===== config.mk =====
export PLATFORM = sky130hd
export DESIGN_NAME = uart_wb_poller
export DESIGN_NICKNAME = d
export VERILOG_FILES = /design/src/rtl/uart_wb_poller.sv
export SDC_FILE = /design/constraint.sdc
export NUM_CORES = 1
export LEC_CHECK = 0
export ABC_AREA = 1
export BUFFER_PORTS_ARGS = -buffer_cell sky130_fd_sc_hd__clkbuf_2
export CAP_MARGIN = 20
export CORE_ASPECT_RATIO = 2
export CORE_MARGIN = 1.5
export CORE_UTILIZATION = 48
export DETAILED_ROUTE_END_ITERATION = 8
export GPL_TIMING_DRIVEN = 0
export PLACE_DENSITY = 0.84
export SYNTH_ARGS = -nofsm -noshare
export SYNTH_HDL_FRONTEND = slang
export SYNTH_SLANG_ARGS = --single-unit

===== constraint.sdc =====
create_clock -name CLK_I -period 2 [get_ports CLK_I]
set_clock_uncertainty 0.2 [all_clocks]
set_input_delay 0.2 -clock CLK_I [delete_from_list [all_inputs] [get_ports CLK_I]]
set_output_delay 0.2 -clock CLK_I [all_outputs]
set_load 0.05 [all_outputs]

===== src/rtl/uart_wb_poller.sv =====
// WISHBONE master for the MiniUART: programs the baud divisors, then polls LSR,
// moving received bytes into a local FIFO and host bytes into the TX register.
module uart_wb_poller #(
  parameter logic [15:0] DIV_RX   = 16'd326,
  parameter logic [15:0] DIV_TX   = 16'd5208,
  parameter int          FIFO_AW  = 3,
  parameter int          TX_GUARD = 4
) (
  input  logic               CLK_I,
  input  logic               RST_I,
  output logic [6:2]         ADD_O,
  output logic [31:0]        DAT_O,
  input  logic [31:0]        DAT_I,
  output logic               STB_O,
  output logic               WE_O,
  input  logic               ACK_I,
  input  logic               tx_valid,
  output logic               tx_ready,
  input  logic [7:0]         tx_byte,
  output logic               rx_valid,
  input  logic               rx_ready,
  output logic [7:0]         rx_byte,
  output logic [FIFO_AW:0]   rx_count,
  output logic               init_done
);

  // state     | meaning
  // INIT_DIVR | write RX baud divisor
  // INIT_DIVT | write TX baud divisor
  // POLL      | read LSR and pick the next transfer
  // RD_RX     | read received byte into the FIFO
  // CLR_RX    | dummy write to LSR that clears rs
  // WR_TX     | write the held byte to the TX register
  typedef enum logic [2:0] {INIT_DIVR, INIT_DIVT, POLL, RD_RX, CLR_RX, WR_TX} state_t;

  localparam int DEPTH = 2 ** FIFO_AW;
  localparam int GW    = $clog2(TX_GUARD + 1);

  state_t             state, state_nxt;
  logic [7:0]         mem [DEPTH];
  logic [FIFO_AW-1:0] wptr, rptr;
  logic [FIFO_AW:0]   cnt;
  logic               hold_full;
  logic [7:0]         hold_byte;
  logic [GW-1:0]      guard;
  logic               rr, init_q;
  logic [4:0]         bus_adr;
  logic [31:0]        bus_dat;
  logic               bus_we;
  logic               done, push, pop, load, rx_ok, tx_ok, tx_done;
  logic               unused_dat;

  assign unused_dat = ^DAT_I[31:8];

  assign done    = ~RST_I & ACK_I;
  assign push    = done && (state == RD_RX);
  assign tx_done = done && (state == WR_TX);
  assign pop     = rx_ready && (cnt != '0);
  assign load    = tx_valid && init_q && !hold_full;
  // FIFO is full exactly when the count MSB is set
  assign rx_ok   = DAT_I[0] && !cnt[FIFO_AW];
  assign tx_ok   = DAT_I[5] && hold_full && (guard == '0);

  always_comb begin
    state_nxt = state;
    bus_adr   = 5'b01000;
    bus_we    = 1'b0;
    bus_dat   = '0;
    case (state)
      INIT_DIVR: begin
        bus_adr = 5'b01001;
        bus_we  = 1'b1;
        bus_dat = {16'b0, DIV_RX};
        if (ACK_I) state_nxt = INIT_DIVT;
      end
      INIT_DIVT: begin
        bus_adr = 5'b01010;
        bus_we  = 1'b1;
        bus_dat = {16'b0, DIV_TX};
        if (ACK_I) state_nxt = POLL;
      end
      POLL: begin
        if (ACK_I) begin
          if (rx_ok && tx_ok) state_nxt = rr ? WR_TX : RD_RX;
          else if (rx_ok)     state_nxt = RD_RX;
          else if (tx_ok)     state_nxt = WR_TX;
        end
      end
      RD_RX: begin
        bus_adr = 5'b00100;
        if (ACK_I) state_nxt = CLR_RX;
      end
      CLR_RX: begin
        bus_we = 1'b1;
        if (ACK_I) state_nxt = POLL;
      end
      WR_TX: begin
        bus_adr = 5'b00100;
        bus_we  = 1'b1;
        bus_dat = {24'b0, hold_byte};
        if (ACK_I) state_nxt = POLL;
      end
      default: state_nxt = INIT_DIVR;
    endcase
  end

  always_ff @(posedge CLK_I) begin
    if (RST_I) state <= INIT_DIVR;
    else       state <= state_nxt;
  end

  always_ff @(posedge CLK_I) begin
    if (RST_I) begin
      wptr      <= '0;
      rptr      <= '0;
      cnt       <= '0;
      hold_full <= 1'b0;
      hold_byte <= '0;
      guard     <= '0;
      rr        <= 1'b0;
      init_q    <= 1'b0;
    end else begin
      if (push) wptr <= wptr + 1'b1;
      if (pop)  rptr <= rptr + 1'b1;
      case ({push, pop})
        2'b10:   cnt <= cnt + 1'b1;
        2'b01:   cnt <= cnt - 1'b1;
        default: cnt <= cnt;
      endcase
      if (tx_done) begin
        hold_full <= 1'b0;
      end else if (load) begin
        hold_full <= 1'b1;
        hold_byte <= tx_byte;
      end
      if (tx_done)            guard <= GW'(TX_GUARD);
      else if (guard != '0)   guard <= guard - 1'b1;
      if (push)               rr <= 1'b1;
      else if (tx_done)       rr <= 1'b0;
      if (done && state == INIT_DIVT) init_q <= 1'b1;
    end
  end

  always_ff @(posedge CLK_I) begin
    if (push) mem[wptr] <= DAT_I[7:0];
  end

  assign STB_O     = ~RST_I;
  assign WE_O      = ~RST_I & bus_we;
  assign ADD_O     = RST_I ? 5'b0 : bus_adr;
  assign DAT_O     = RST_I ? 32'b0 : bus_dat;
  assign init_done = ~RST_I & init_q;
  assign tx_ready  = ~RST_I & init_q & ~hold_full;
  assign rx_valid  = ~RST_I & (cnt != '0);
  assign rx_count  = RST_I ? '0 : cnt;
  assign rx_byte   = mem[rptr];

endmodule


# ---- After elaboration in Yosys (flattened, before gate mapping)
# Memories as Yosys holds them, arrays and structs flattened. A register that Yosys moved wholly into a read port is not among the register bits.
# Index checks and enable logic that the tools add are counted.
dict set report word_totals {
  latchBits 0
  elab_cells 85
  out_inout_bits 54
  mem_bits_ro 0
  ram_bits 64
  input_bits 45
  ff_bits 27
  mem_count 1
}
dict set report classes {
  add_sub_neg 5
  n_reduce_logical 25
  div_mod_pow 0
  order_cmp 0
  n_mul 0
  muxes 24
  n_eq_ne 12
  n_bitwise 8
  shift 0
}
# memory words word_bits rd rd_ports_with_merged_regs wr line_no
set memory_table {}
lappend memory_table {mem 8 8 1 1 1 40} ;# logic [7:0] mem [DEPTH];
# cell n
set ops {}
lappend ops {{13-bit case mux with 3 select lines} 1}
lappend ops {{3-bit two-way mux} 12}
lappend ops {{32-bit two-way mux} 1}
lappend ops {{3-bit case mux with 4 select lines} 1}
lappend ops {{4-bit case mux with 3 select lines} 1}
lappend ops {{1-bit logical AND} 10}
lappend ops {{4-bit case mux with 2 select lines} 1}
lappend ops {{3-bit by 1-bit adder with 3-bit output, second input constant} 2}
lappend ops {{3-bit by 2-bit == test with 1-bit output, second input constant} 2}
lappend ops {{3-bit == test, second input constant} 2}
lappend ops {{3-bit zero test} 2}
lappend ops {{2-bit inequality test, second input constant} 3}
lappend ops {{2-bit nonzero test} 3}
lappend ops {{1-bit bitwise AND} 5}
lappend ops {{1-bit two-way mux} 5}
lappend ops {{5-bit two-way mux} 1}
lappend ops {{5-bit AND reduction} 1}
lappend ops {{4-bit by 1-bit adder with 4-bit output, second input constant} 1}
lappend ops {{4-bit two-way mux} 1}
lappend ops {{4-bit inequality test, second input constant} 1}
lappend ops {{4-bit nonzero test} 1}
lappend ops {{2-bit OR reduction} 2}
lappend ops {{4-bit OR reduction} 1}
lappend ops {{4-bit by 1-bit subtractor with 4-bit output, second input constant} 1}
lappend ops {{10 further kinds} 13}

# ---- Depth between registers and ports, before layout
dict set report logic_depth {
  depth_word 7
  depth_mapped 15
  depth_no_buf 14
}

# ---- Worst setup path before layout
# OpenSTA, ideal clock, no wires.
dict set report synth_path {
  kind {flip-flop to output port}
  startpoint {register state[1]}
  endpoint {output port DAT_O[12]}
  n_path_buf 1
  required_time_ns 1.600
  path_slack_ns -0.782
  path_stages_with_launch 5
  arrival_ns 2.382
  path_cell_list {dfxtp_1 > nor2_1 > nand2_1 > nor2_1 > buf_4}
}
dict set report synth_via {
  elab_chain_len 3
  elab_cells_between_ends 5
  classes_between {2 x eq/ne; 2 x mux; 1 x reduce/logical}
}
# element line_no
set synth_lines {}
lappend synth_lines {{start, declared} 39} ;# state_t state, state_nxt;
lappend synth_lines {{start signal, assigned} 109} ;# else state <= state_nxt;
lappend synth_lines {{3-bit == test, or another cell as far along} 69} ;# case (state)
lappend synth_lines {{13-bit case mux with 3 select lines (*)} 69}
lappend synth_lines {{32-bit two-way mux (*)} 151} ;# assign DAT_O = RST_I ? 32'b0 : bus_dat;
lappend synth_lines {{end, declared} 12} ;# output logic [31:0] DAT_O,
# Every way passes the cells marked *; elsewhere a longest branch is shown, timed or not.

==> flow_metrics.py <==
metrics = {
    "critical_path": {
        "end_kind": "primary output",
        "cp_max_fo": 6,
        "path_class": "reg2out",
        "cp_data_required_time_ns": 1.60,
        "crit_arrival_ns": 1.77,
        "worstSetupStartpointType": "flip-flop",
    },
    "yosys": {
        "synth_top_area_share_pct": 45.6,
        "ys_seq_area_share_pct": 59.9,
        "yosys_register_bits": 94,
        "synth_area_per_cell_um2": 9.71,
        "synth_ff_type": "edfxtp_1",
        "synthXorXnorAreaFrac_pct": 0.416,
        "synth_top_family_by_area": "simple AND/OR/NAND/NOR gates",
        "async_flop_share_pct": 0,
        "syn_inst": 434,
        "syn_area_um2": 4210,
        "synth.area.top_cells": "edfxtp_1, dfxtp_1, nor2_1",
        "synth_mux_area_share_pct": 0,
        "synth_compound_gate_area_share_pct": 11.2,
        "synth_top_area_cell": "edfxtp_1",
        "synth_warnings": 0,
        "synth_cell_types": 31,
        "synth_adder_area_share_pct": 2.38,
        "synth_edf_count": 64,
        "synthTopCellsByCount": "nor2_1, edfxtp_1, o21ai_0",
        "synth_most_common_cell": "nor2_1",
        "synth-simple-area-share_pct": 16.8,
    },
    "route": {
        "num_vias": 3771,
        "routedWlPerCell_um": 18.3,
        "ant_nets": 0,
        "first_iter_violations": 287,
        "routed_via_density": 5.58,
        "routed_wirelength_um": 12400,
        "drc": 0,
        "first_pass_iters": 5,
    },
    "final_layout": {
        "syn_to_final_growth_pct": 43.1,
        "register_area_um2": 2550,
        "fillers": 519,
        "final_nets": 624,
        "multi_input_area_um2": 1740,
        "drive_above_1_share_pct": 39.4,
        "antennaDiodeCount": 0,
    },
    "global_routing": {
        "antenna_found_initial": 0,
        "overflow": 0,
        "grt_max_degree": 16,
        "grt.total_usage_pct": 23.7,
        "grt_pass1_vias": 3519,
        "grt_pass1_wl_um": 16900,
    },
    "die": {
        "rows": 48,
        "io_pins": 99,
        "die_y_um": 136,
        "core_um2": 8590,
        "initial_utilization_pct": 49.1,
        "die_width_um": 69.3,
        "die_area_um2": 9380,
    },
    "timing": {
        "slew_viol_final": 0,
        "fin_crit_ns": 2.17,
        "fin_tns_setup_ns": -1.23,
        "rsz0062_at_grt": "true",
        "setup_viol": 15,
        "fmax_mhz": 460,
        "min_period_over_period_pct": 109,
        "tightest_slew_ns": 0.503,
        "finalHoldWorstSlack_ns": 0.0169,
        "setup_slack_ns": -0.173,
        "relSlewSlack_pct": 66.3,
        "finalHoldViolCount": 0,
    },
    "cts": {
        "cts-root-buf": "clkbuf_16",
        "clk_pin_slew_ns": 0.07,
        "h-tree-depth": 3,
        "cts_max_path_buffers": 2,
        "clk_latency_ns": 0.34,
        "cts.sinks": 94,
        "cts_buffers": 9,
        "cts_tree": "done",
    },
    "hold_path": {
        "hold_path_class": "in2reg",
    },
    "outcome": {
        "status": "finished, violations left",
        "violations": "negative setup slack",
    },
    "power": {
        "power.density_nw_per_um2": 1270,
        "ir_worst_vdd_v": 0.000897,
        "leakage_nw": 2.47,
    },
    "place": {
        "place.gp.congestion": 0.931,
        "port_buffers": 51,
        "dp_hpwl_um": 6820,
    },
    "flow_run": {
        "maxCapViolations": 0,
    },
}
critical path: stages (launching register included):
cell and delay [ns]:
dfxtp_4 0.44, inv_6 0.06, buf_4 0.13, o21ai_1 0.21, o22ai_1 0.15, nor2_2 0.17
a31oi_2 0.08, buf_8 0.18
repair_timing:
action | in CTS | in global routing
hold endpoints to repair | 69 | 0
resized for setup | 104 | 78
setup endpoints to repair | 80 | 47
pin swaps | 22 | 29
hold buffers | 17 | 0
cloned | 2 | 1
setup buffers | 14 | 17
power by group:
| part | leakage (nW) | internal [mW] | total [mW] | switching [mW] |
|---|---|---|---|---|
| Clock | 0.126 | 0.879 | 1.58 | 0.701 |
| Sequential | 0.824 | 2.21 | 2.36 | 0.155 |
| Combinational | 1.52 | 1.54 | 3.73 | 2.19 |
| Total | 2.47 | 4.63 | 7.67 | 3.04 |
registers in the layout (all words and copies together), names as in the netlist, named ones only:
| register | cells |
|---|---|
| rptr | 3 |
| state | 3 |
| wptr | 3 |
| guard | 3 |
| cnt | 4 |
| hold_byte | 8 |
| mem | 64 |
| rr | 1 |
| init_q | 1 |
| hold_full | 1 |
final timing paths:
| check | from | to | slack, ns | cells past startpoint |
|---|---|---|---|---|
| setup / recovery | flip-flop | rx_byte[0] | -0.17 | 7 |
| hold / removal | DAT_I[0] | mem[1][0]$_DFFE_PP_ | 0.02 | 1 |
| setup reg to reg | state[0]$_SDFFE_PP0P_ | mem[0][0]$_DFFE_PP_ | -0.10 | 6 |
| hold reg to reg | hold_byte[7]$_SDFFE_PP0P_ | hold_byte[7]$_SDFFE_PP0P_ | 0.28 | 2 |
layer usage:
layer	vias to the layer above	track usage (%)	wire length (um)
li1	1703	-	-
met1	1783	21.8	3930
met2	230	46.1	7110
met3	55	4.91	700
met4	0	14.2	657
met5	-	0	0
through the flow:
stage               instance area, um^2  utilization (%)  cells  total power [mW]  setup slack, ns
floorplan                          4370                -    455              4.12           -0.177
global placement                   4750             55.3    606              4.57           -0.540
detailed placement                 4780             55.6    609              4.66           -0.335
CTS                                5690             66.3    658              7.00           -0.132
global route                       6030             70.2    676              7.94           -0.174
finish                             6030             70.2    676              7.67           -0.173
logic make-up after synthesis:
group | after synthesis
DFF | 94
and+or+nand+nor | 166
buffers and inverters | 75
AOI/OAI and AO/OA | 88
other | 1
xor gates and xnor gates | 2
adders and majority gates | 8
final cells by class:
type	count	share of cell area [%]
Timing Repair Buffer	105	14.4
Buffer	38	5.31
Inverter	37	2.59
Sequential cell	94	42.2
Multi-Input combinational cell	286	28.9
Clock inverter	3	0.353
Tap cell	100	2.08
Clock buffer	13	4.15
layout by cell type (no fill, tap or decap), types with 3 or more instances in the layout:
master         synthesis  layout
dlygate4sd3_1          0      17
nor2_4                 3      10
dfxtp_1               30      23
o21ai_2                0       7
nand2_1               30      24
nand3_1                8       6
nor2_2                 0      14
conb_1                 1      22
nor2_1               108      87
inv_2                  4       8
clkbuf_1               4       4
a31oi_2                0       8
nand4_1                4       4
o21ai_0               54      31
a21oi_1               14      13
clkbuf_8               0       4
nand2_2                0       5
clkbuf_4               0       3
buf_2                  8       4
clkbuf_16              0       9
ha_1                   8       5
nand2_4                3       4
dfxtp_4                0       6
edfxtp_1              64      64
nor3_4                 0       5
inv_1                 32      23
inv_4                  1       6
o22ai_2                0       5
buf_6                  1       9
o21ai_1                0      14
buf_8                  0      11
clkbuf_2               0      36
buf_4                 24      55
(Power assumes the default switching activity.)
